## src/rtl/spi_note_sender_pkg.sv

```systemverilog
// Shared definitions for the note-packet SPI sender.
//   PACKET_SIZE  : bits in one track packet (16-bit tuneWord + 8-bit volume)
//   packetType   : one track packet, tuneWord in [23:8], volume in [7:0]
//   sender_state_e : sender FSM states
//   FRAME_BITS() : total serial bits in a frame for a given track count
package spi_note_sender_pkg;

  localparam int PACKET_SIZE = 24;

  typedef logic [PACKET_SIZE-1:0] packetType;

  typedef enum logic [2:0] {
    IDLE  = 3'd0,
    SETUP = 3'd1,
    HIGH  = 3'd2,
    LOW   = 3'd3,
    HOLD  = 3'd4,
    GAP   = 3'd5
  } sender_state_e;

  function automatic int FRAME_BITS(input int num_tracks);
    return num_tracks * PACKET_SIZE;
  endfunction

endpackage

```

## src/rtl/spi_note_sender_sck_phase_timer.sv

```systemverilog
// Reloadable down-counter that times one sck phase (or the chip-select gap).
//   clk, reset  : system clock, asynchronous active-high reset
//   load        : start a new phase this cycle
//   load_cycles : length of the new phase in clk cycles (must be >= 1)
//   phase_end   : high during the last cycle of the current phase
module sck_phase_timer
  import spi_note_sender_pkg::*;
#(
  parameter int WIDTH = 4
) (
  input  logic             clk,
  input  logic             reset,
  input  logic             load,
  input  logic [WIDTH-1:0] load_cycles,
  output logic             phase_end
);

  logic [WIDTH-1:0] count_q;
  logic [WIDTH-1:0] count_d;

  // The count holds the cycles remaining after the current one, so a
  // one-cycle phase loads 0 and ends immediately.
  always_comb begin
    count_d = count_q;
    if (load) begin
      count_d = load_cycles - WIDTH'(1);
    end else if (count_q != '0) begin
      count_d = count_q - WIDTH'(1);
    end
  end

  always_ff @(posedge clk or posedge reset) begin
    if (reset) begin
      count_q <= '0;
    end else begin
      count_q <= count_d;
    end
  end

  assign phase_end = (count_q == '0);

endmodule

```

## src/rtl/spi_note_sender.sv

```systemverilog
// SPI master that serialises NUM_TRACKS note packets per frame for the
// note-player SPI receiver.
//   clk, reset   : system clock, asynchronous active-high reset
//   start        : frame request, sampled only while idle (also in the done cycle)
//   notePackets  : packet array, index NUM_TRACKS-1 is sent first, MSB first
//   busy         : high while a frame (including the trailing gap) is in progress
//   done         : one-cycle pulse in the first idle cycle after a frame
//   chipSelect   : active-high frame enable
//   sck          : serial clock, idle low, receiver samples on the rising edge
//   sdi          : serial data
// All outputs come straight from flops so sck is glitch-free.
module spi_note_sender
  import spi_note_sender_pkg::*;
#(
  parameter int NUM_TRACKS = 4,
  parameter int CLK_DIV    = 4,
  parameter int CS_GAP     = 8
) (
  input  logic                        clk,
  input  logic                        reset,
  input  logic                        start,
  input  packetType [NUM_TRACKS-1:0]  notePackets,
  output logic                        busy,
  output logic                        done,
  output logic                        chipSelect,
  output logic                        sck,
  output logic                        sdi
);

  localparam int N         = FRAME_BITS(NUM_TRACKS);
  localparam int BIT_W     = $clog2(N + 1);
  localparam int MAX_PHASE = (CLK_DIV > CS_GAP) ? CLK_DIV : CS_GAP;
  localparam int PHASE_W   = $clog2(MAX_PHASE + 1);

  localparam logic [PHASE_W-1:0] DIV_CYCLES = PHASE_W'(CLK_DIV);
  // The done cycle is itself a chip-select-low cycle, so the GAP state lasts
  // one cycle less than CS_GAP. Back-to-back frames are then separated by
  // exactly CS_GAP low cycles.
  localparam logic [PHASE_W-1:0] GAP_CYCLES = PHASE_W'(CS_GAP - 1);
  localparam logic [BIT_W-1:0]   LAST_BIT   = BIT_W'(N - 1);

  sender_state_e        state_q, state_d;
  logic [N-1:0]         shift_q, shift_d;
  logic [BIT_W-1:0]     bit_cnt_q, bit_cnt_d;
  logic                 cs_q, cs_d;
  logic                 sck_q, sck_d;
  logic                 sdi_q, sdi_d;
  logic                 busy_q, busy_d;
  logic                 done_q, done_d;

  logic [N-1:0]         frame_in;
  logic                 phase_load;
  logic [PHASE_W-1:0]   phase_cycles;
  logic                 phase_end;

  assign frame_in = notePackets;

  sck_phase_timer #(
    .WIDTH (PHASE_W)
  ) u_phase_timer (
    .clk         (clk),
    .reset       (reset),
    .load        (phase_load),
    .load_cycles (phase_cycles),
    .phase_end   (phase_end)
  );

  // Next-state and next-output logic. Every output is the registered copy of
  // its _d value, so each transition computes what the pins show next cycle.
  always_comb begin
    state_d      = state_q;
    shift_d      = shift_q;
    bit_cnt_d    = bit_cnt_q;
    cs_d         = cs_q;
    sck_d        = sck_q;
    sdi_d        = sdi_q;
    done_d       = 1'b0;
    phase_load   = 1'b0;
    phase_cycles = DIV_CYCLES;

    case (state_q)
      IDLE: begin
        if (start) begin
          shift_d    = frame_in;
          bit_cnt_d  = '0;
          cs_d       = 1'b1;
          sck_d      = 1'b0;
          sdi_d      = frame_in[N-1];
          state_d    = SETUP;
          phase_load = 1'b1;
        end
      end
      SETUP: begin
        if (phase_end) begin
          sck_d      = 1'b1;
          state_d    = HIGH;
          phase_load = 1'b1;
        end
      end
      HIGH: begin
        if (phase_end) begin
          sck_d      = 1'b0;
          bit_cnt_d  = bit_cnt_q + BIT_W'(1);
          phase_load = 1'b1;
          if (bit_cnt_q != LAST_BIT) begin
            // Next bit changes on the same edge that drops sck.
            shift_d = shift_q << 1;
            sdi_d   = shift_q[N-2];
            state_d = LOW;
          end else begin
            state_d = HOLD;
          end
        end
      end
      LOW: begin
        if (phase_end) begin
          sck_d      = 1'b1;
          state_d    = HIGH;
          phase_load = 1'b1;
        end
      end
      HOLD: begin
        if (phase_end) begin
          cs_d         = 1'b0;
          sdi_d        = 1'b0;
          state_d      = GAP;
          phase_load   = 1'b1;
          phase_cycles = GAP_CYCLES;
        end
      end
      GAP: begin
        if (phase_end) begin
          done_d  = 1'b1;
          state_d = IDLE;
        end
      end
      default: begin
        state_d = IDLE;
      end
    endcase

    busy_d = (state_d != IDLE);
  end

  always_ff @(posedge clk or posedge reset) begin
    if (reset) begin
      state_q   <= IDLE;
      shift_q   <= '0;
      bit_cnt_q <= '0;
      cs_q      <= 1'b0;
      sck_q     <= 1'b0;
      sdi_q     <= 1'b0;
      busy_q    <= 1'b0;
      done_q    <= 1'b0;
    end else begin
      state_q   <= state_d;
      shift_q   <= shift_d;
      bit_cnt_q <= bit_cnt_d;
      cs_q      <= cs_d;
      sck_q     <= sck_d;
      sdi_q     <= sdi_d;
      busy_q    <= busy_d;
      done_q    <= done_d;
    end
  end

  assign chipSelect = cs_q;
  assign sck        = sck_q;
  assign sdi        = sdi_q;
  assign busy       = busy_q;
  assign done       = done_q;

endmodule
```

## config.mk

```make
export PLATFORM = sky130hd
export DESIGN_NAME = spi_note_sender
export DESIGN_NICKNAME = d
export VERILOG_FILES = /design/src/rtl/spi_note_sender_pkg.sv /design/src/rtl/spi_note_sender_sck_phase_timer.sv /design/src/rtl/spi_note_sender.sv
export SDC_FILE = /design/constraint.sdc
export NUM_CORES = 1
export LEC_CHECK = 0
export BUFFER_PORTS_ARGS = -buffer_cell sky130_fd_sc_hd__buf_2
export CORE_ASPECT_RATIO = 1.4
export CORE_MARGIN = 1.5
export CORE_UTILIZATION = 50
export CTS_CLUSTER_DIAMETER = 40
export DETAILED_ROUTE_END_ITERATION = 6
export MAX_ROUTING_LAYER = met4
export PLACE_DENSITY = 0.83
export SLEW_MARGIN = 20
export SYNTH_ARGS = -nofsm -noshare
export SYNTH_HDL_FRONTEND = slang
export SYNTH_SLANG_ARGS = --single-unit
```

## constraint.sdc

```tcl
create_clock -name clk -period 4.45 [get_ports clk]
set_input_delay 0.6675 -clock clk [delete_from_list [all_inputs] [get_ports clk]]
set_output_delay 0.6675 -clock clk [all_outputs]
set_load 0.005 [all_outputs]
```

=== Word-level counts from Yosys, hierarchy flattened ===
Index checks and enable logic that the tools add are counted.
W data, S select, Z words.

* Add/sub/neg operators: 3
* Muxes and demuxes: 32
* Reduce and logical (&&, ||, !) cells: 16
* Equal/unequal tests: 11

{| class="wikitable"
|+ Operators by type and width
! kind !! number
|-
| $mux W95 || 3
|-
| $pmux W95 S2 || 1
|-
| $mux W3 || 6
|-
| $pmux W3 S5 || 1
|-
| $mux W7 || 2
|-
| $pmux W7 S2 || 1
|-
| $mux W1 || 10
|-
| $reduce_bool A3 Y1 || 3
|-
| $mux W4 || 2
|-
| $ne A2 B2 Y1 const B || 4
|-
| $reduce_and A4 Y1 || 2
|-
| $add A7 B1 Y7 const B || 1
|-
| $ne A7 B7 Y1 const B || 1
|-
| $eq A3 B2 Y1 const B || 2
|-
| $eq A3 B3 Y1 const B || 2
|-
| $pmux W1 S3 || 2
|-
| $reduce_and A3 Y1 || 2
|-
| $reduce_bool A2 Y1 || 3
|-
| $reduce_and A5 Y1 || 1
|-
| $logic_not A4 Y1 || 1
|-
| $mux W2 || 2
|-
| $pmux W1 S2 || 2
|-
| $reduce_bool A4 Y1 || 1
|-
| $reduce_or A4 Y1 || 1
|-
| 6 further kinds || 6
|}

* Register bits after elaboration: 114
* Input bits: 99

=== Depth between registers and ports, before layout ===
* Depth in word-level cells: 5
* Mapped depth: 9
* Mapped depth without buffers: 6

=== Hierarchy ===
A second synthesis with hierarchy kept.

* Cells, all modules: 637
* Area total of the unflattened synthesis: 5353.9 µm²

{| class="wikitable"
|+ By module, submodules not included
! module !! seq. area each (µm²) !! area each (µm²) !! times used !! cells an instance
|-
| spi_note_sender || 2752.6 || 5101.1 || 1 || 613
|-
| sck_phase_timer || 100.1 || 252.7 || 1 || 24
|}

=== Worst setup path after synthesis ===
Ideal clock, no wire load.

* Path kind: register to register
* Start point: register u_phase_timer.count_q[0]
* End point: register sdi_q (netlist: sdi)
* Buffers on the path: 1
* Path slack: 2.577 ns
* Data required time: 4.325 ns
* Cell stages (with the launch flop): 8
* Arrival: 1.749 ns
* Period minus slack after synthesis: 1.873 ns
* Cell sequence: dfrtp_1 inv_1 ha_1 nor3b_1 buf_2 nand2_1 o221ai_1 mux2_2

* Cells in the longest elaborated chain, start to end: 3
* Elaborated cells on any way between the ends: 4
* Classes of those cells: eq/ne (2); reduce/logical (2)

{| class="wikitable"
|+ RTL lines
! element !! line !! source
|-
| start, declared || spi_note_sender_sck_phase_timer.sv:18 || <nowiki>logic [WIDTH-1:0] count_q;</nowiki>
|-
| start signal, assigned || spi_note_sender_sck_phase_timer.sv:36 || <nowiki>count_q <= count_d;</nowiki>
|-
| $logic_not A4 Y1 (*) || spi_note_sender_sck_phase_timer.sv:40 || <nowiki>assign phase_end = (count_q == '0);</nowiki>
|-
| $ne A2 B2 Y1 (no line) || - ||
|-
| $reduce_and A5 Y1 (no line) (*) || - ||
|-
| end signal, assigned || spi_note_sender.sv:161 || <nowiki>sdi_q <= sdi_d;</nowiki>
|-
| end, declared || spi_note_sender.sv:47 || <nowiki>logic sdi_q, sdi_d;</nowiki>
|}

Every way passes the cells marked *; elsewhere a longest branch is shown, timed or not.
A chain may end at the register's enable or synchronous reset.

=== Worst setup path in the final report ===
* Start point: register bit_cnt_q[0]
* End point: register shift_q[38]

* Cells in the longest elaborated chain, start to end: 3

{| class="wikitable"
|+ RTL lines
! element !! line !! source
|-
| start, declared || spi_note_sender.sv:44 || <nowiki>logic [BIT_W-1:0] bit_cnt_q, bit_cnt_d;</nowiki>
|-
| start signal, assigned || spi_note_sender.sv:158 || <nowiki>bit_cnt_q <= bit_cnt_d;</nowiki>
|-
| $ne A7 B7 Y1 || spi_note_sender.sv:105 || <nowiki>if (bit_cnt_q != LAST_BIT) begin</nowiki>
|-
| $ne A2 B2 Y1 (no line) || - ||
|-
| $reduce_and A4 Y1 (no line) || - ||
|-
| end signal, assigned || spi_note_sender.sv:157 || <nowiki>shift_q <= shift_d;</nowiki>
|-
| end, declared || spi_note_sender.sv:43 || <nowiki>logic [N-1:0] shift_q, shift_d;</nowiki>
|}

No other way between the ends.

==> impl_metrics.json <==
{
  "syn2layout_area_growth_pct": 18.56,
  "syn_inst": 650,
  "crit_path_end_kind": "flop",
  "n_antenna_cell": 0,
  "detail-route-antenna-nets": 0,
  "nets": 813,
  "clock_sinks": 114,
  "clock_path_buffers": 2,
  "grt_busiest_layer": "met2",
  "ir_drop_uv": 340.3,
  "path_cells": "ha_1, nand4b_1, o21ai_4, buf_4, o22ai_1, a32oi_1",
  "final_cells": 868,
  "setup-violations-final": 0,
  "cts_root_buffer": "clkbuf_16",
  "path_max_fanout": 64,
  "post_cts_buffers": 0,
  "hpwl_mm": 9.122,
  "max_slew.worst_pin.slew_ns": 1.067,
  "cpMaxStageDelayCell": "o21ai_4",
  "p_leak_uw": 0.002988,
  "maxCapViolations": 0,
  "clkTransAtPathRegs_ns": 0.05,
  "pin_count": 104,
  "hold_viol_final": 0,
  "h-tree-depth": 4,
  "timing.hold.ws_ns": 0.3834,
  "criticalPathCategory": "flop to flop",
  "fillCellCount": 980,
  "synth_warnings": 0,
  "cp_data_arrival_time_ns": 3.05,
  "start_util": 0.5146,
  "dieArea_um2": 12400,
  "yosysUniqueCellTypes": 38,
  "drv_slew": 0,
  "yosysTopAreaCellShare": 0.4865,
  "use_met1": 0.3248,
  "wirelength_mm": 15.15,
  "grt_use_met2": 0.4105,
  "cts_hold_buf": 0,
  "grt_util_met3": 0.05440,
  "die_width_um": 94.53,
  "critPathMaxStageDelay_ns": 0.68,
  "synth_edf_count": 0,
  "antenna_found_initial": 0,
  "drt_first_iter_violations": 461,
  "period_share": 0.6172,
  "place_area_um2": 6351,
  "yosysMostFrequentCell": "nand2_1",
  "synth.largest_area_cell": "dfrtp_1",
  "drc": 0,
  "syn_area_um2": 5864,
  "finalWeightedCongestion": 0.8182,
  "cts_resized": 0,
  "portBuffers": 103,
  "status": "finished, final reports clean",
  "r2r-end": "shift_q[38]",
  "seq_area_um2": 2853,
  "grt_overflow_total": 0,
  "fin_total_pwr_uw": 5026,
  "core_area_um2": 11400,
  "ff2ff_setup_slack_ns": 1.70,
  "syn_avg_cell_area_um2": 9.022,
  "synth_common_cells": "nand2_1 (198), dfrtp_1 (114), o22ai_1 (94), a32oi_1 (93), buf_2 (34)",
  "fin_area_um2": 6953,
  "rsz0062_at_grt": "no",
  "grt_pass1_vias": 5281,
  "relSlewSlack": 0.2888,
  "powerDensity_nw_per_um2": 722.9,
  "syn_nets": 751,
  "synth_area_leaders": "dfrtp_1 (49%), a32oi_1 (14%), nand2_1 (13%), o22ai_1 (10%), buf_2 (2.9%)",
  "place_inst": 837,
  "ys_ff_latch": 114,
  "routed-via-count": 5527,
  "ys_async_sr_fraction": 1.000,
  "cts_tree": "done",
  "wire_per_inst_um": 17.46,
  "required_ns": 4.75,
  "finClkSkew_ns": 0.01718,
  "r2r_start": "bit_cnt_q[0]",
  "min_period_ns": 2.746,
  "gr-usage-all-layers": 0.2592,
  "drt_pass1_iterations": 5,
  "drive_gt1_frac": 0.2141,
  "fin_tns_setup_ns": 0,
  "grt_max_degree": 96,
  "min_path_type": "input pin to async pin",
  "startpoint_type": "flop",
  "clk_latency_ns": 0.42,
  "routed_via_density": 6.368,
  "max_freq_ghz": 0.3641,
  "reg2reg_depth": 6,
  "yosysSeqAreaShare": 0.4865,
  "num_rows": 46,
  "multiInputGateArea_um2": 2718,
  "fp.dieH_um": 131.1,
  "cts_made_buffers": 17,
  "synthFlopType": "dfrtp_1",
  "grt_pass1_wl_mm": 24.94
}
kinds of logic (layout without fill, tap and decap cells):
kind of cell | after synthesis | count (layout) | synth area share
flip-flops | 114 | 114 | 0.4865
AO/OA/AOI/OAI | 214 | 214 | 0.2682
multiplexers | 2 | 2 | 0.003627
XOR/XNOR | 5 | 5 | 0.007467
buffers and inverters | 73 | 147 | 0.05526
AND/OR/NAND/NOR | 240 | 240 | 0.1747
adder cells (fa/ha/maj) | 2 | 2 | 0.004266
layout make-up:
| class | instances | area share |
|---|---|---|
| multi-input cells | 463 | 0.3909 |
| flip-flops and latches | 114 | 0.4103 |
| clock inverters | 8 | 0.01458 |
| repair buffers | 112 | 0.08386 |
| well taps | 144 | 0.02591 |
| inverters | 4 | 0.002879 |
| clock buffers | 23 | 0.07162 |
power by group:
part	internal [µW]	switching, µW
sequential	1570	460
combinational	697	952
clock	893	459
total	3160	1870
worst max-delay path: cells and delay by family, from the launching register on:
kind                       cells  cell delay, ns
and+or+nand+nor                1            0.22
AOI/OAI and AO/OA              3            1.10
DFF                            1            0.40
adders and majority gates      1            0.21
buffers and inverters          1            0.66
registers in the layout, indices dropped and copies added, names as in the netlist:
signal and count:
shift_q 95, bit_cnt_q 7, u_phase_timer.count_q 4, state_q 3, busy 1, chipSelect 1
done 1, sck 1, sdi 1
worst max path at each step:
stage	startpoint	end	cells after the start
after global routing	bit_cnt_q[0]	shift_q[38]	6
after CTS	bit_cnt_q[0]	shift_q[38]	6
after detailed placement	bit_cnt_q[0]	shift_q[38]	6
final	bit_cnt_q[0]	shift_q[38]	6
after global placement	bit_cnt_q[0]	shift_q[1]	6
after floorplan	reset	bit_cnt_q[0]	1
routing by layer:
layer | wire length (µm) | vias to the layer above | share of wire
met1 | 6165 | 2667 | 0.41
li1 | - | 2574 | -
met3 | 964 | 23 | 0.064
met4 | 228 | 0 | 0.015
met2 | 7794 | 263 | 0.51
met5 | 0 | - | 0
per-stage QoR:
step	setup WS, ns	util
global placement	1.908	0.5573
CTS	1.742	0.6099
finish	1.704	0.6101
floorplan	0.7668	-
detailed placement	1.754	0.5573
global route	1.468	0.6101
placed cells by master, fill, tap and decap left out, types with 2 or more instances in the layout:
master / instances
or3_1: 2
o22ai_1: 94
nand3_1: 7
inv_1: 3
ha_1: 2
a31o_2: 2
a32oi_1: 93
o21ai_0: 6
nand2b_1: 2
buf_4: 9
bufinv_16: 2
a21oi_1: 8
nor2_1: 14
xnor2_1: 5
or3b_1: 2
clkbuf_16: 17
clkinvlp_4: 3
clkinv_2: 2
nor3_1: 4
a211oi_1: 2
nand2_1: 197
nor4_4: 2
buf_2: 103
a21o_1: 2
a22o_1: 3
clkbuf_8: 5
dfrtp_1: 114
Power figures use the tool's default switching activity.
